### config.mk
export PLATFORM = sky130hd
export DESIGN_NAME = uart_tx_slave_flat
export DESIGN_NICKNAME = d
export VERILOG_FILES = /design/src/rtl/uart_tx_slave_pkg.sv /design/src/rtl/uart_tx_slave_if.sv /design/src/rtl/uart_tx_slave_sync_fifo.sv /design/src/rtl/uart_tx_slave.sv /design/src/flat_wrapper.sv
export SDC_FILE = /design/constraint.sdc
export NUM_CORES = 1
export LEC_CHECK = 0
export BUFFER_PORTS_ARGS = -buffer_cell sky130_fd_sc_hd__clkbuf_2
export CAP_MARGIN = 5
export CORE_MARGIN = 4
export CORE_UTILIZATION = 45
export CTS_CLUSTER_DIAMETER = 150
export CTS_CLUSTER_SIZE = 20
export DETAILED_ROUTE_END_ITERATION = 6
export HOLD_SLACK_MARGIN = 0.05
export PLACE_DENSITY = 0.75
export SLEW_MARGIN = 30
export SYNTH_ARGS = -nofsm -noshare
export SYNTH_HDL_FRONTEND = slang
export SYNTH_HIERARCHICAL = 1
export SYNTH_SLANG_ARGS = --single-unit
### constraint.sdc
create_clock -name clk -period 7.09 [get_ports clk]
set_input_delay 0.3545 -clock clk [delete_from_list [all_inputs] [get_ports clk]]
set_output_delay 0.3545 -clock clk [all_outputs]
set_load 0.05 [all_outputs]
### src/rtl/uart_tx_slave_pkg.sv
// uart_tx_slave shared definitions: bus widths, register map, FSM states.
// Imported by the interface, the FIFO and the top.
package uart_tx_slave_pkg;

  localparam int MemAddrBus = 32;
  localparam int MemBus     = 32;

  localparam logic [3:0] UART_CTRL   = 4'h0;
  localparam logic [3:0] UART_STATUS = 4'h4;
  localparam logic [3:0] UART_BAUD   = 4'h8;
  localparam logic [3:0] UART_TXDATA = 4'hC;

  localparam int UART_ST_BUSY  = 0;
  localparam int UART_ST_FULL  = 1;
  localparam int UART_ST_EMPTY = 2;
  localparam int UART_ST_OVF   = 3;
  localparam int UART_ST_CNT   = 4;

  typedef enum logic [1:0] {
    IDLE,
    START,
    DATA,
    STOP
  } tx_state_t;

  function automatic logic [15:0] eff_baud(
    input logic [15:0] b
  );
    return (b < 16'd2) ? 16'd2 : b;
  endfunction

endpackage

### src/rtl/uart_tx_slave_if.sv
// Per-slave bus port: address, write data, write enable, read data.
// The slave answers reads combinationally.
interface uart_tx_slave_if;
  import uart_tx_slave_pkg::*;

  logic [MemAddrBus-1:0] addr_i;
  logic [MemBus-1:0]     data_i;
  logic                  we_i;
  logic [MemBus-1:0]     data_o;

  modport master (
    output addr_i,
    output data_i,
    output we_i,
    input  data_o
  );

  modport slave (
    input  addr_i,
    input  data_i,
    input  we_i,
    output data_o
  );

endinterface

### src/rtl/uart_tx_slave_sync_fifo.sv
// Show-ahead synchronous FIFO with count; reusable by a future RX path.
// Pushes to a full FIFO are dropped even when a pop happens in the same cycle.
module sync_fifo #(
  parameter int WIDTH = 8,
  parameter int DEPTH = 4
) (
  input  logic                       clk,
  input  logic                       rst,
  input  logic                       push,
  input  logic [WIDTH-1:0]           din,
  input  logic                       pop,
  output logic [WIDTH-1:0]           dout,
  output logic                       full,
  output logic                       empty,
  output logic [$clog2(DEPTH):0]     count
);

  localparam int AW = $clog2(DEPTH);
  localparam logic [AW:0] FULL_CNT = (AW+1)'(DEPTH);

  logic [WIDTH-1:0] mem [DEPTH];
  logic [AW-1:0]    wr_ptr;
  logic [AW-1:0]    rd_ptr;
  logic             push_ok;
  logic             pop_ok;

  assign full    = (count == FULL_CNT);
  assign empty   = (count == '0);
  assign push_ok = push && !full;
  assign pop_ok  = pop && !empty;
  assign dout    = mem[rd_ptr];

  always_ff @(posedge clk) begin
    if (push_ok) begin
      mem[wr_ptr] <= din;
    end
  end

  always_ff @(posedge clk) begin
    if (rst) begin
      wr_ptr <= '0;
      rd_ptr <= '0;
      count  <= '0;
    end else begin
      if (push_ok) wr_ptr <= wr_ptr + 1'b1;
      if (pop_ok)  rd_ptr <= rd_ptr + 1'b1;
      count <= count
             + {{AW{1'b0}}, push_ok}
             - {{AW{1'b0}}, pop_ok};
    end
  end

endmodule

### src/rtl/uart_tx_slave.sv
// Memory-mapped 8N1 UART transmitter: CTRL/STATUS/BAUD/TXDATA registers,
// TX FIFO and a baud-rate serialiser FSM driving a registered output pin.
module uart_tx_slave
  import uart_tx_slave_pkg::*;
#(
  parameter int FIFO_DEPTH = 4,
  parameter int BAUD_RESET = 434
) (
  input  logic           clk,
  input  logic           rst,
  uart_tx_slave_if.slave bus,
  output logic           tx_pin_o
);

  localparam int CW = $clog2(FIFO_DEPTH) + 1;

  logic [3:0]    sel;
  logic          wr_ctrl;
  logic          wr_status;
  logic          wr_baud;
  logic          wr_txdata;

  logic          tx_en;
  logic [15:0]   baud;
  logic          overflow;

  logic          pop;
  logic [7:0]    fifo_dout;
  logic          full;
  logic          empty;
  logic [CW-1:0] fifo_count;

  tx_state_t     state;
  tx_state_t     state_d;
  logic [2:0]    bit_cnt;
  logic [2:0]    bit_d;
  logic [15:0]   baud_cnt;
  logic [15:0]   cnt_d;
  logic [7:0]    shift;
  logic [7:0]    shift_d;
  logic          pin_d;
  logic          tick;
  logic [7:0]    st;

  logic          unused;
  assign unused = &{1'b0, bus.addr_i[31:4],
                    bus.addr_i[1:0], bus.data_i[31:16]};

  assign sel       = {bus.addr_i[3:2], 2'b00};
  assign wr_ctrl   = bus.we_i && (sel == UART_CTRL);
  assign wr_status = bus.we_i && (sel == UART_STATUS);
  assign wr_baud   = bus.we_i && (sel == UART_BAUD);
  assign wr_txdata = bus.we_i && (sel == UART_TXDATA);

  sync_fifo #(
    .WIDTH (8),
    .DEPTH (FIFO_DEPTH)
  ) u_fifo (
    .clk   (clk),
    .rst   (rst),
    .push  (wr_txdata),
    .din   (bus.data_i[7:0]),
    .pop   (pop),
    .dout  (fifo_dout),
    .full  (full),
    .empty (empty),
    .count (fifo_count)
  );

  always_ff @(posedge clk) begin
    if (rst) begin
      tx_en    <= 1'b0;
      baud     <= 16'(BAUD_RESET);
      overflow <= 1'b0;
    end else begin
      if (wr_ctrl) tx_en <= bus.data_i[0];
      if (wr_baud) baud  <= bus.data_i[15:0];
      if (wr_txdata && full) begin
        overflow <= 1'b1;
      end else if (wr_status && bus.data_i[UART_ST_OVF]) begin
        overflow <= 1'b0;
      end
    end
  end

  always_comb begin
    st = '0;
    st[UART_ST_BUSY]  = (state != IDLE);
    st[UART_ST_FULL]  = full;
    st[UART_ST_EMPTY] = empty;
    st[UART_ST_OVF]   = overflow;
    st[UART_ST_CNT+:4] = 4'(fifo_count);
  end

  always_comb begin
    bus.data_o = '0;
    unique case (sel)
      UART_CTRL:   bus.data_o = {31'b0, tx_en};
      UART_STATUS: bus.data_o = {24'b0, st};
      UART_BAUD:   bus.data_o = {16'b0, baud};
      UART_TXDATA: bus.data_o = '0;
      default:     bus.data_o = '0;
    endcase
  end

  // >= rather than == so a mid-bit BAUD shrink ends the bit at once
  assign tick = (baud_cnt >= eff_baud(baud) - 16'd1);

  always_comb begin
    state_d = state;
    bit_d   = bit_cnt;
    cnt_d   = baud_cnt;
    shift_d = shift;
    pop     = 1'b0;
    unique case (state)
      IDLE: begin
        cnt_d = '0;
        bit_d = '0;
        if (tx_en && !empty) begin
          pop     = 1'b1;
          shift_d = fifo_dout;
          state_d = START;
        end
      end
      START: begin
        cnt_d = baud_cnt + 16'd1;
        if (tick) begin
          cnt_d   = '0;
          state_d = DATA;
        end
      end
      DATA: begin
        cnt_d = baud_cnt + 16'd1;
        if (tick) begin
          cnt_d   = '0;
          shift_d = shift >> 1;
          bit_d   = bit_cnt + 3'd1;
          if (bit_cnt == 3'd7) state_d = STOP;
        end
      end
      STOP: begin
        cnt_d = baud_cnt + 16'd1;
        if (tick) begin
          cnt_d   = '0;
          state_d = IDLE;
          if (tx_en && !empty) begin
            pop     = 1'b1;
            shift_d = fifo_dout;
            state_d = START;
          end
        end
      end
      default: state_d = IDLE;
    endcase
    pin_d = 1'b1;
    if (state_d == START) pin_d = 1'b0;
    if (state_d == DATA)  pin_d = shift_d[0];
  end

  always_ff @(posedge clk) begin
    if (rst) begin
      state    <= IDLE;
      bit_cnt  <= '0;
      baud_cnt <= '0;
      shift    <= '0;
      tx_pin_o <= 1'b1;
    end else begin
      state    <= state_d;
      bit_cnt  <= bit_d;
      baud_cnt <= cnt_d;
      shift    <= shift_d;
      tx_pin_o <= pin_d;
    end
  end

endmodule

### src/flat_wrapper.sv
// flat-port wrapper written by rule: the top's interface ports become plain ports
module uart_tx_slave_flat import uart_tx_slave_pkg::*;
#(
  parameter int FIFO_DEPTH = 4,
  parameter int BAUD_RESET = 434
)
  (clk, rst, tx_pin_o, bus_addr_i, bus_data_i, bus_we_i, bus_data_o);
  uart_tx_slave_if bus_i ();
  input  logic clk;
  input  logic rst;
  output logic tx_pin_o;
  input wire logic [$bits(bus_i.addr_i)-1:0] bus_addr_i;
  input wire logic [$bits(bus_i.data_i)-1:0] bus_data_i;
  input wire logic [$bits(bus_i.we_i)-1:0] bus_we_i;
  output wire logic [$bits(bus_i.data_o)-1:0] bus_data_o;
  assign bus_i.addr_i = bus_addr_i;
  assign bus_i.data_i = bus_data_i;
  assign bus_i.we_i = bus_we_i;
  assign bus_data_o = bus_i.data_o;
  uart_tx_slave #(.FIFO_DEPTH(FIFO_DEPTH), .BAUD_RESET(BAUD_RESET)) u_core (.clk(clk), .rst(rst), .bus(bus_i), .tx_pin_o(tx_pin_o));
endmodule
==> results by stage, run 1 <==
Status:
- The run finished with clean final reports.

Critical path:
- The dominant delay contributor by cell family on the critical path is simple AND/OR/NAND/NOR gates.
- Traced cell by cell, the critical path runs through or4_2 -> nor4_4 -> nand2_1 -> o21ai_0 -> ha_1 -> nand3_1 -> nor2_1 -> xnor2_1 -> ha_1 -> nand2_1 -> nor4_1 -> inv_1 -> o21ai_2 -> a21o_1 -> nor3b_1 -> o31ai_2 -> inv_1 -> ha_1 -> inv_1 -> ha_1 -> fa_1 -> xnor2_1 -> xnor2_1 -> nor2_1.
- The type of the worst setup path is reg -> reg.
- The sort of element at the start of the critical path is a register.
- The biggest cell delay along the critical path is 740 ps.
- For the worst setup path, the data required time is 7310 ps.
- The maximum net fanout on the critical path is 9.
- STA puts the critical path data arrival time at approximately 6000 ps.
- The cell that appears most often on the critical path is sky130_fd_sc_hd__ha_1.
- The critical path buffer and inverter count is 3.
- The standard cell with the maximum stage delay on the critical path is sky130_fd_sc_hd__or4_2.
- The worst setup path is captured at a register.

Global route:
- The global routing usage summed across all routing layers is 0.162.
- The via count of the first global-routing pass came to ~3500.
- The number of antenna violations at the first check in global routing is 0.
- Entering global routing, the biggest net connects 37 pins.
- The total overflow left after global routing is 0.
- The wire length of the first global-routing pass is around 17000 µm.

CTS:
- The hold buffer count at cts is 0.
- Clock-pin slew was measured on the worst setup and hold paths at 90 ps.
- Once the clock tree was built, the setup fixing pass inserted 0 buffers.
- The H-tree was split into 3 levels.
- The post-cts resize count is 0.
- For the worst-skew pair, the clock arrives at the later sink with an insertion delay of between 300 and 400 ps.
- Clock tree synthesis found a total of 89 sinks.
- The number of buffers created by CTS is 9.
- The CTS tree is yes.
- The clock passes through at most 2 buffers.
- In this run the clock root is driven by a sky130_fd_sc_hd__clkbuf_8.

Placement:
- The final RePlAce weighted congestion is around 0.83.
- The quantity of I/O buffers inserted on ports is 37.
- The HPWL reported at the end of detailed placement is about 7000 µm.

Final layout:
- The final net count is 619.
- For this run, the share of the core covered by cells in the final layout is 0.500.
- Compared with the post-synthesis result, the final layout area differs by 7.97%.
- The number of antenna diodes in the final layout is 0.
- In the final layout, the share of cells above drive strength 1 is 0.141.

Synthesis:
- The number of instances in the synthesized netlist is between 400 and 500.
- The number of storage elements in the synthesis netlist is 89.
- The fraction of registers with async set or reset after synthesis is 0.
- For this run, the leading register cell type out of synthesis is sky130_fd_sc_hd__dfxtp_1.
- Yosys attributes the largest share of cell area to sky130_fd_sc_hd__dfxtp_1, sky130_fd_sc_hd__edfxtp_1, sky130_fd_sc_hd__ha_1.
- Of the post-synthesis cell area, the dominant cell type holds 0.238.
- Counting flops with a built-in enable in the synthesized netlist gives 32.
- The share of the Yosys chip area taken by registers is 0.438.
- The summed instance area of the synthesized netlist is 0.00480 mm².
- For this run, the number of Yosys warnings is 6.
- The cell taking the most area after synthesis is sky130_fd_sc_hd__dfxtp_1.
- In this run the mean area of a mapped cell was 9.70 µm².
- The netlist uses 62 different library cells.

Drt:
- The number of detailed-route iterations in the first pass is 5.
- In this run, the number of DRC markers left after iteration 0 of detailed routing was 205.
- The vias after detailed routing is about 3600.
- The wire length reported by the detailed router is 9810 µm.
- For this run, design rule violations remaining after detail routing come to 0.
- In the routed layout, each cell is associated on average with a via count of 5.41.
- After detailed routing, the average wire length per cell comes to around 15 µm.
- The number of routed nets with antenna violations is 0.

Floorplan:
- The number of top-level pins is 100.
- From bottom edge to top edge, the die measures 111 µm.
- The total core area is slightly above 0.01 mm².
- The die covers about 0.012 mm².
- The floorplan has 37 rows.
- For this configuration, the core starts out at a cell density of 0.463.
- The die span in x is 111 µm.

Job:
- The number of max-cap violations is 0.

STA:
- The final max-slew violation count is 0.
- Setup repair after global routing left no endpoint under its margin.
- After layout, the minimum clock period comes to just under 6000 ps.
- The portion of the clock cycle consumed by the worst path in the final layout is 0.830.
- Between clock sinks in the finished design, the worst skew comes to 9.06 ps.
- The total negative setup slack is 0 ps.
- The transition at the pin with the smallest max-transition slack is 868 ps.
- Static timing analysis puts the maximum clock frequency at 170 MHz.
- Setup violations remaining at the end of the flow were counted as 0.
- The count of endpoints failing hold in the final timing report was 0.
- The relative max-transition margin is 0.420.

Power:
- The fraction of power consumed by sequential logic is 0.538.
- The net switching power figure is roughly 0.00031 W.
- The part of the power in combinational logic is 0.143.
- The internal power is 0.000714 W.
- Power spread over the standard cell area amounts to roughly 200 mW/mm².
- IR analysis of the VDD net gives a maximum drop of 0.123 mV.
- After layout, the design draws a total of 0.00103 W.
- The clock network fraction of design power is 0.319.
- In this run the static leakage power is about 2.0 nW.
- The switching part of the total power is 0.304.

Min path:
- The min-delay analysis places its worst path in the category in -> reg.
cells by family after synthesis:
kind of cell,Yosys count,synth area share
other,1,0.000781
AOI/OAI and AO/OA,82,0.116
and+or+nand+nor,193,0.202
muxes,11,0.0438
xor gates and xnor gates,30,0.0547
adders and majority gates,32,0.0850
buffers and inverters,57,0.0594
DFF,89,0.438
state kept, by name, indices dropped and copies added (netlist names), named ones only:
| name | flops |
|---|---|
| u_core/baud_cnt | 16 |
| u_core/u_fifo/rd_ptr | 2 |
| u_core/u_fifo/wr_ptr | 2 |
| u_core/overflow | 1 |
| u_core/baud | 16 |
| u_core/u_fifo/mem | 32 |
| u_core/state | 2 |
| u_core/tx_pin_o | 1 |
| u_core/tx_en | 1 |
| u_core/bit_cnt | 3 |
| u_core/shift | 8 |
| u_core/u_fifo/count | 3 |
through the flow:
stage          hold WS [ps]  setup WS (ps)  std cells  area [µm²]
6_report                217           1210        661        5180
5_1_grt                 212            840        661        5180
4_1_cts                 200           1220        661        5180
3_5_place_dp            467           1290        645        5000
3_3_place_gp            457           1360        645        5000
2_1_floorplan           446           2000        510        4860
power groups by stage:
stage | Sequential [W] | Combinational [W] | Clock (W)
after global placement | 0.000564 | 0.000141 | 0
final | 0.000552 | 0.000147 | 0.000328
after detailed placement | 0.000564 | 0.000145 | 0
after CTS | 0.000552 | 0.000147 | 0.000336
after global routing | 0.000554 | 0.000162 | 0.000361
after floorplan | 0.000564 | 0.000117 | 0
per-layer routing:
metal,track usage,share of wire,vias up
met2,0.272,0.48,104
met3,0.0240,0.049,14
met4,0.0633,0.015,0
met1,0.210,0.45,1698
li1,-,-,1760
met5,0,0,-
worst paths after layout:
kind | from | depth (start not counted) | slack, ps | endpoint
max | u_core/baud[10]$_SDFFE_PP0P_ | 24 | 1210 | u_core/u_fifo/count[2]$_SDFF_PP0_
min | bus_data_i[14] | 3 | 220 | u_core/baud[14]$_SDFFE_PP0P_
max reg2reg | u_core/baud[10]$_SDFFE_PP0P_ | 24 | 1210 | u_core/u_fifo/count[2]$_SDFF_PP0_
min reg2reg | u_core/overflow$_SDFFE_PP0P_ | 2 | 480 | u_core/overflow$_SDFFE_PP0P_
cell type report:
class / instances / area [µm²]
fillers: 947 / 5190
multi-input cells: 364 / 2470
flip-flops and latches: 89 / 2100
repair buffers: 37 / 185
well taps: 136 / 170
clock buffers: 9 / 124
inverters: 19 / 71.3
clock inverters: 7 / 58.8
cells in the mapped netlist, drive strengths merged (4+ instances only):
cell,number
clkbuf,18
a21oi,33
mux4,8
and3,7
nand4,10
edfxtp,32
nand2b,5
xor2,10
nor4,5
and2,15
nand3,16
inv,17
nand2,73
nor3,4
a22o,6
xnor2,20
o21ai,10
a22oi,8
dfxtp,57
buf,20
ha,31
nor2b,6
nor2,42
tightest hold or removal path: cells and delay by family:
| family | cells | cell delay, ps |
|---|---|---|
| AO/OA/AOI/OAI | 1 | 50 |
| buffers and inverters | 1 | 80 |
| AND/OR/NAND/NOR | 1 | 50 |
cells in the final DEF (no fill, tap or decap), types with 2 or more instances in the layout:
cell type | synthesis | layout
sky130_fd_sc_hd__clkinv_1 | 2 | 3
sky130_fd_sc_hd__a22oi_1 | 8 | 8
sky130_fd_sc_hd__a21oi_1 | 33 | 33
sky130_fd_sc_hd__nand2b_1 | 5 | 5
sky130_fd_sc_hd__clkbuf_8 | 0 | 9
sky130_fd_sc_hd__xor2_1 | 10 | 10
sky130_fd_sc_hd__a31oi_1 | 3 | 3
sky130_fd_sc_hd__o31a_1 | 2 | 2
sky130_fd_sc_hd__edfxtp_1 | 32 | 32
sky130_fd_sc_hd__nor4_1 | 3 | 3
sky130_fd_sc_hd__xnor2_1 | 20 | 20
sky130_fd_sc_hd__a211oi_1 | 2 | 2
sky130_fd_sc_hd__and3_1 | 7 | 7
sky130_fd_sc_hd__conb_1 | 1 | 16
sky130_fd_sc_hd__nor2_1 | 42 | 42
sky130_fd_sc_hd__inv_1 | 17 | 17
sky130_fd_sc_hd__or3_1 | 3 | 3
sky130_fd_sc_hd__nor2b_1 | 6 | 5
sky130_fd_sc_hd__inv_6 | 0 | 4
sky130_fd_sc_hd__mux2i_1 | 3 | 3
sky130_fd_sc_hd__and2_1 | 14 | 14
sky130_fd_sc_hd__a21o_1 | 3 | 3
sky130_fd_sc_hd__a22o_1 | 6 | 6
sky130_fd_sc_hd__dfxtp_1 | 57 | 57
sky130_fd_sc_hd__nor3_1 | 3 | 3
sky130_fd_sc_hd__ha_1 | 31 | 31
sky130_fd_sc_hd__mux4_2 | 8 | 8
sky130_fd_sc_hd__o21a_1 | 2 | 2
sky130_fd_sc_hd__nand3_1 | 16 | 16
sky130_fd_sc_hd__nand2_1 | 72 | 72
sky130_fd_sc_hd__clkbuf_2 | 1 | 37
sky130_fd_sc_hd__nor4_4 | 2 | 2
sky130_fd_sc_hd__nand4_1 | 10 | 10
sky130_fd_sc_hd__o21ai_0 | 9 | 9
Note: power is estimated with default switching activity, not from simulation.
==> run 2: changes to the inputs <==
--- a/config.mk
+++ b/config.mk
@@ -13,7 +13,7 @@
 export CTS_CLUSTER_SIZE = 20
 export DETAILED_ROUTE_END_ITERATION = 6
 export HOLD_SLACK_MARGIN = 0.05
-export PLACE_DENSITY = 0.75
+export PLACE_DENSITY = 0.77
 export SLEW_MARGIN = 30
 export SYNTH_ARGS = -nofsm -noshare
 export SYNTH_HDL_FRONTEND = slang
==> constraint.sdc (replaced) <==
create_clock -name clk -period 5.4 [get_ports clk]
set_input_delay 0.27 -clock clk [delete_from_list [all_inputs] [get_ports clk]]
set_output_delay 0.27 -clock clk [all_outputs]
set_load 0.05 [all_outputs]
==> run 2 against run 1 <==
Compared with the run above:
- combinational power up 35%
- design area grew 2.0%
- clock-buffer cell count up 1
- critical path depth is 1 higher
- sequential power rose by 31%
- clock power grew 36%
- first-iteration DRC count shrank 11%
- register-to-register slack got worse by 940 ps
- critical path type unchanged
- critical endpoint unchanged
- largest cell class unchanged
- largest power group unchanged
==> results by stage, run 2 (synthesis gave the netlist of run 1 again) <==
STA:
- The highest achievable clock rate is 195 MHz.
- The transition at the pin with the smallest max-transition slack is just under 900 ps.
- The count of endpoints failing hold in the final timing report came to 0.
- Dividing the final minimum period by the clock period gives 0.950.
- The final max-slew violation count was 0.
- After layout, the minimum clock period comes to between 5000 and 6000 ps.
- The final number of setup-violating endpoints is 0.
- The final setup skew is 4.30 ps.
- The relative max-transition margin is 0.406.
- The worst slack on hold paths is 123 ps.

Final layout:
- The largest registers in the layout are u_core/u_fifo/mem (32), u_core/baud (16), u_core/baud_cnt (16).
- At the end of the flow, the number of nets in the layout was ~630.
- The post-synthesis to final-layout area growth is 10.1%.
- The flip-flop count of the largest register, all copies and words added is 32.
- The register name with the most flops is u_core/u_fifo/mem.
- The library cells used most frequently in the layout, excluding fill and tap cells, are sky130_fd_sc_hd__nand2_1, sky130_fd_sc_hd__dfxtp_1, sky130_fd_sc_hd__nor2_1, sky130_fd_sc_hd__clkbuf_2.
- The number of filler cells placed in the layout is 948.
- The antenna diode count is 0.
- In the final layout, the share of cells above drive strength 1 is 0.169.
- The most frequent standard cell in the layout excluding fill and tap cells is sky130_fd_sc_hd__nand2_1.

Placement:
- The count of buffers added on input and output ports is 37.
- Detailed placement finished with a half-perimeter wire length of 7490 µm.
- Routability-driven placement finished with a final weighted congestion of 0.851.

Critical path:
- The maximum net fanout on the critical path is 4.
- The sort of element at the start of the critical path is a register.
- The minimum setup slack among reg-to-reg paths is 270 ps.
- The type of element capturing the critical path is a register.
- The endpoint required time on the critical path is 5630 ps.
- The critical path data arrival time is approximately 5400 ps.
- The type of the worst setup path is reg -> reg.

CTS:
- The CTS tree is yes.
- The clock tree root buffer cell is sky130_fd_sc_hd__clkbuf_8.
- The total number of H-tree levels is 3.
- After clock tree synthesis, the clock-pin slew on the worst setup and hold paths is 90 ps.
- The number of buffers created by CTS is 9.
- Counting along the longest clock path gives a buffer depth of 2.
- The number of sinks on the clock net is 89.
- The clock reaches the later pin of the worst-skew pair after 360 ps.

Drt:
- For this block, the routed nets add up to 10300 µm of wire.
- The number of detailed-route iterations in the first pass is 5.
- Once detail routing completed, the nets flagged for antenna violations numbered 0.
- In the routed layout, each cell is associated on average with a via count of roughly 5.5.
- The number of violations reported at the end of detailed-routing iteration 0 is around 180.
- Summing over every cut layer, the via total after detailed routing is 3693.
- The post-detailed-route DRC marker count is 0.
- The post-detailed-route wirelength per cell is 15.4 µm.

Global route:
- In the global route stage, met3 resource usage came out at 0.0322.
- The number of antenna violations at the first check in global routing is 0.
- In the global route stage, met1 resource usage came out at 0.210.
- The met2 usage is 0.276.
- The global routing usage summed across all routing layers is 0.165.
- Entering global routing, the biggest net connects 37 pins.
- The total overflow reported by the global router is 0.
- In this run the most used layer during global routing was met2.
- The first global-routing pass estimated 16700 µm of wire.
- The via count of the first global-routing pass is 3450.

Floorplan:
- The die is 111 µm wide.
- The y dimension of the die is 111 µm.
- For this configuration, the core starts out at a cell density of 0.463.
- After floorplanning, the core was sized to cover 0.0104 mm².
- The total number of placement rows is 37.
- The full die area is 0.0124 mm².
- The number of top-level pins is 100.

Job:
- The tool flagged a number of max-cap violations equal to 0.

Power:
- Overall power consumption after layout is estimated at roughly 0.0014 W.
- The analysis attributes to cell leakage a power of approximately 2.0 nW.
- The maximum vdd drop is 0.200 mV.
- Dividing total power by cell area gives a power density of 259 mW/mm².

Status:
- The flow ran to the end, and the final reports show no timing, DRC or antenna violations.

Min path:
- The min-delay analysis places its worst path in the category in -> reg.
run 2: what timing repair did:
item | CTS | global route
gates resized for setup | 0 | 8
setup endpoints to repair | 0 | 2
hold buffers | 0 | 0
setup buffers | 0 | 0
run 2: where the power goes:
group	total, W	switching, W	leakage (nW)	internal (W)
clock network	0.000446	0.000256	0.0973	0.000190
registers	0.000724	0.0000169	0.750	0.000707
logic	0.000199	0.000140	1.17	0.0000588
total	0.00137	0.000413	2.02	0.000956
run 2: worst paths after layout:
| check | start | end | cells past startpoint |
|---|---|---|---|
| max | u_core/baud[13]$_SDFFE_PP0P_ | u_core/u_fifo/count[2]$_SDFF_PP0_ | 25 |
| min | bus_data_i[15] | u_core/baud[15]$_SDFFE_PP0P_ | 3 |
| max reg2reg | u_core/baud[13]$_SDFFE_PP0P_ | u_core/u_fifo/count[2]$_SDFF_PP0_ | 25 |
| min reg2reg | u_core/shift[7]$_SDFFE_PP0P_ | u_core/shift[7]$_SDFFE_PP0P_ | 2 |
run 2: worst max-delay path: stages, from the launching register on:
cell and delay (ps):
sky130_fd_sc_hd__dfxtp_1 360, sky130_fd_sc_hd__or4_2 750, sky130_fd_sc_hd__nor4_4 220, sky130_fd_sc_hd__nand2_1 110
sky130_fd_sc_hd__o21ai_2 160, sky130_fd_sc_hd__ha_2 250, sky130_fd_sc_hd__nand3_2 140, sky130_fd_sc_hd__nor2_1 170
sky130_fd_sc_hd__xnor2_1 140, sky130_fd_sc_hd__ha_1 250, sky130_fd_sc_hd__nand2_1 110, sky130_fd_sc_hd__o21ai_0 130
sky130_fd_sc_hd__a21oi_2 200, sky130_fd_sc_hd__o21ai_2 90, sky130_fd_sc_hd__a21o_1 200, sky130_fd_sc_hd__nor3b_1 140
sky130_fd_sc_hd__buf_4 160, sky130_fd_sc_hd__o31ai_2 80, sky130_fd_sc_hd__inv_1 80, sky130_fd_sc_hd__ha_1 280
sky130_fd_sc_hd__inv_1 40, sky130_fd_sc_hd__ha_1 180, sky130_fd_sc_hd__fa_1 380, sky130_fd_sc_hd__xnor2_1 180
sky130_fd_sc_hd__xnor2_1 140, sky130_fd_sc_hd__nor2_1 50
run 2: cell type report:
cell class                 count  area, µm²  share of cell area
multi-input combinational    364       2500               0.474
sequential                    89       2100               0.398
timing repair buffer          45        245              0.0464
tap                          136        170              0.0322
clock buffer                  10        138              0.0260
inverter                      19       71.3              0.0135
clock inverter                 6       56.3              0.0106
run 2: metrics by stage:
stage                     utilization  setup slack (ps)  instances  area [µm²]  setup TNS [ps]
final                           0.510               269        669        5290               0
after global routing            0.510             -54.4        669        5290           -54.4
after CTS                       0.507               103        669        5250               0
after detailed placement        0.488               124        653        5060               0
after global placement          0.488               212        653        5060               0
after floorplan                     -               306        510        4860               0
run 2: metal layers:
| metal | up-vias | wire (µm) | share of wire |
|---|---|---|---|
| li1 | 1771 | - | - |
| met1 | 1790 | 4520 | 0.44 |
| met2 | 124 | 5090 | 0.49 |
| met3 | 8 | 563 | 0.055 |
| met4 | 0 | 121 | 0.012 |
| met5 | - | 0 | 0 |
==> run 3: changes to the inputs <==
--- a/config.mk
+++ b/config.mk
@@ -12,9 +12,8 @@
 export CTS_CLUSTER_DIAMETER = 150
 export CTS_CLUSTER_SIZE = 20
 export DETAILED_ROUTE_END_ITERATION = 6
-export HOLD_SLACK_MARGIN = 0.05
+export GPL_TIMING_DRIVEN = 0
 export PLACE_DENSITY = 0.77
-export SLEW_MARGIN = 30
 export SYNTH_ARGS = -nofsm -noshare
 export SYNTH_HDL_FRONTEND = slang
 export SYNTH_HIERARCHICAL = 1
==> run 3 against run 2 <==
Compared with the run above:
- hold slack better by 3.0 ps
- combinational power rose by 9%
- sequential share of layout area down 1.4 points
- sequential cell count unchanged
- critical path depth fell by 1
- non-clock buffer count increased by 31
- clock skew is 7.7 ps higher
- register-to-register slack barely moved
- total power grew 2.4%
- first-iteration DRC count rose by 39%
- largest power group unchanged
==> results by stage, run 3 (synthesis gave the netlist of run 1 again) <==
Final layout:
- The final cell utilization of the core is 0.529.
- In the final layout, the share of cells above drive strength 1 is 0.184.
- Leaving out fill and tap cells, the most frequent cell in the layout is sky130_fd_sc_hd__nand2_1.
- The register with the most flip-flops in the layout has 32 of them.
- The library cells used most frequently in the layout, excluding fill and tap cells, are sky130_fd_sc_hd__nand2_1, sky130_fd_sc_hd__dfxtp_1, sky130_fd_sc_hd__nor2_1, sky130_fd_sc_hd__clkbuf_2.
- Relative to the synthesized area, the layout overhead comes to 14.2%.
- In the final layout, the registers with the most flip-flops are u_core/u_fifo/mem (32), u_core/baud (16), u_core/baud_cnt (16).
- In the final design database the tool counted 658 nets.
- For this run, the number of standard cells in the final layout without fillers is 700.
- The antenna diode count is 0.
- More flip-flops sit in one register than any other, and that register is u_core/u_fifo/mem.

CTS:
- The total number of H-tree levels is 3.
- The buffer levels on the longest clock path is 2.
- The root buffer cell chosen for the clock tree is sky130_fd_sc_hd__clkbuf_8.
- Buffers inserted during clock tree synthesis total 9.
- The number of sinks on the clock net is 89.
- After clock tree synthesis, the clock-pin slew on the worst setup and hold paths is 90 ps.
- The clock latency on the worst-skew pair is 350 ps.
- The hold buffer count at cts is 0.
- The CTS tree is yes.

STA:
- Setup violations remaining at the end of the flow were counted as 0.
- The transition at the pin with the smallest max-transition slack is 724 ps.
- The smallest clock period supported by the final layout is computed as 5120 ps.
- The final max-slew violation count is 0.
- The count of endpoints failing hold in the final timing report is 0.
- Across all hold checks on the routed design, the worst slack comes to approximately 130 ps.
- Of the available clock period, the critical path in the final layout requires 0.949.
- The total negative setup slack is 0 ps.
- Timing would allow up to 195 MHz.
- The relative max-transition margin is 0.517.
- For the final database, setup skew stands at 12.0 ps.

Global route:
- The largest net degree at the start of global routing is 17.
- The number of antenna violations at the first check in global routing is 0.
- The via count of the first global-routing pass is 3693.
- The total overflow reported by the global router is 0.
- The first global-routing pass estimated 17800 µm of wire.
- The global routing usage summed across all routing layers is 0.175.

Power:
- The completed layout was analyzed and its total power is 0.00140 W.
- The part of the power in combinational logic is 0.154.
- In this run the power density over the cells is between 200 and 300 mW/mm².
- Summed over all cells, the static leakage comes to 2.13 nW.
- Of the total power, the clock network draws 0.330.
- The internal power is 0.000998 W.
- VDD sags by at most 0.146 mV.
- The switching part of the total power is 0.288.
- The share of total power dissipated in sequential elements is 0.516.
- The analysis attributes to net switching a power of 0.000404 W.

Critical path:
- STA classifies the critical path startpoint as a register.
- The critical path data arrival time is 5360 ps.
- The number of buffers and inverters on the critical path is 3.
- The maximum net fanout on the critical path is 9.
- The logic depth of the worst register-to-register path is 24.
- STA classifies the critical path endpoint as a register.
- The endpoint required time on the critical path is 5640 ps.
- The largest single stage delay on the critical path is 600 ps.
- Traced cell by cell, the critical path runs through clkbuf_2 -> or4_4 -> nor4_4 -> nand2_1 -> o21ai_1 -> ha_2 -> nand2_1 -> nor2_1 -> xnor2_1 -> ha_1 -> nand4_1 -> o311a_1 -> o21ai_4 -> a21o_4 -> nor3b_4 -> o31ai_2 -> inv_1 -> ha_1 -> inv_1 -> ha_1 -> fa_1 -> xnor2_1 -> xnor2_1 -> nor2_1.
- The worst setup path is of the reg -> reg kind.
- On the critical path, the stage with the largest delay is an instance of sky130_fd_sc_hd__or4_4.
- The endpoint of the lowest-slack register-to-register path is u_core/u_fifo/count[2]$_SDFF_PP0_.
- The startpoint identified for the worst register-to-register timing path is u_core/baud[5]$_SDFFE_PP1P_.
- Counting buffers and inverters, the worst setup path is 24 cells deep.
- Among cell families on the critical path, the largest total delay comes from simple AND/OR/NAND/NOR gates.
- The minimum setup slack among reg-to-reg paths is about 280 ps.

Placement:
- The final RePlAce weighted congestion is just under 0.9.
- The number of instances in the placed design is 682.
- The HPWL reported at the end of detailed placement is about 8000 µm.
- The quantity of I/O buffers inserted on ports is 36.

Job:
- Max-cap violations in this run came to 0.

Drt:
- Detailed routing placed a total of 584 µm of wire on met3.
- For this block, the via count after detailed routing is ~3800.
- In this run the top signal layer used is met4.
- The wire length on met2 is 5210 µm.
- In the final routing, the length of wire on met1 measures ~4800 µm.
- The count of nets left with antenna violations once routing finished came out at 0.
- The wire length reported by the detailed router is 10800 µm.
- After detailed routing, the number of vias per cell comes to approximately 5.4.
- The pre-antenna-repair detailed-routing pass consisted of 5 iterations.
- Dividing the detail-routed wire length by the instance count gives 15.4 µm.
- The post-detailed-route DRC marker count is 0.
- After the first detailed-routing iteration, the DRC count stood at 254.

Floorplan:
- After floorplanning, the core was divided into 37 placement rows.
- The initial cell density of the core is 0.463.
- The floorplan step set the die width to around 110 µm.
- The core region is 0.0104 mm².
- The y dimension of the die is 111 µm.
- The full die area is 0.0124 mm².
- During I/O placement, the number of pins put on the boundary was 100.

Status:
- The run finished with clean final reports.

Min path:
- The capture endpoint of the worst hold path is u_core/baud[8]$_SDFFE_PP1P_.
- The worst hold path was traced through 3 stages.
- The min-delay analysis places its worst path in the category in -> reg.
- The worst min-delay path startpoint is bus_data_i[8].
[run 3: cell types whose count changed in the layout (fill, tap and decap cells not counted), sizes merged]
cell	change
clkinvlp	-1
buf	+15
bufinv	+1
clkbuf	+16
[run 3: worst register-to-register path, delay by kind of cell (launching register included)]
kind / cells / cell delay [ps]
flip-flops: 1 / 310
AO/OA/AOI/OAI: 5 / 1230
AND/OR/NAND/NOR: 8 / 1510
adder cells (fa/ha/maj): 5 / 1260
buffers and inverters: 3 / 290
XOR/XNOR: 3 / 410
[run 3: per-stage QoR]
| stage | instance area [µm²] | setup slack [ps] |
|---|---|---|
| floorplan | 4860 | 306 |
| global placement | 5210 | -394 |
| detailed placement | 5210 | -627 |
| CTS | 5440 | 2.39 |
| global route | 5480 | -17.7 |
| finish | 5480 | 277 |
[run 3: how the worst max path moves through the flow]
stage / startpoint / to
after detailed placement: u_core/baud[10]$_SDFFE_PP0P_ / u_core/u_fifo/count[2]$_SDFF_PP0_
after global placement: u_core/baud[10]$_SDFFE_PP0P_ / u_core/u_fifo/count[2]$_SDFF_PP0_
after CTS: u_core/baud[10]$_SDFFE_PP0P_ / u_core/u_fifo/count[2]$_SDFF_PP0_
after floorplan: u_core/baud[10]$_SDFFE_PP0P_ / u_core/u_fifo/count[2]$_SDFF_PP0_
after global routing: u_core/baud[5]$_SDFFE_PP1P_ / u_core/u_fifo/count[2]$_SDFF_PP0_
final: u_core/baud[5]$_SDFFE_PP1P_ / u_core/u_fifo/count[2]$_SDFF_PP0_
[run 3: cell type report]
type	count	area, µm²
Tap cell	136	170
Inverter	19	71.3
Clock inverter	6	72.6
Clock buffer	10	128
Buffer	37	210
Multi-Input combinational cell	364	2530
Fill cell	898	4890
Sequential cell	89	2100
Timing Repair Buffer	39	203
[run 3: power by group through the flow]
stage	Clock, W	Sequential [W]	Combinational (W)
final	0.000463	0.000723	0.000216
after global routing	0.000501	0.000725	0.000235
after CTS	0.000473	0.000723	0.000212
after detailed placement	0	0.000738	0.000208
after global placement	0	0.000738	0.000204
after floorplan	0	0.000740	0.000154
[run 3: repair_timing]
action                                  4_1_cts  5_1_grt
resized for setup                             8        5
pin swaps                                     1        1
gates cloned                                  0        0
endpoints found under the setup margin        3        2
setup buffers                                 1        2
[run 3: metal layers]
layer,vias up,global-route usage
met4,0,0.0706
li1,1833,-
met1,1789,0.231
met3,19,0.0284
met5,-,0
met2,137,0.285
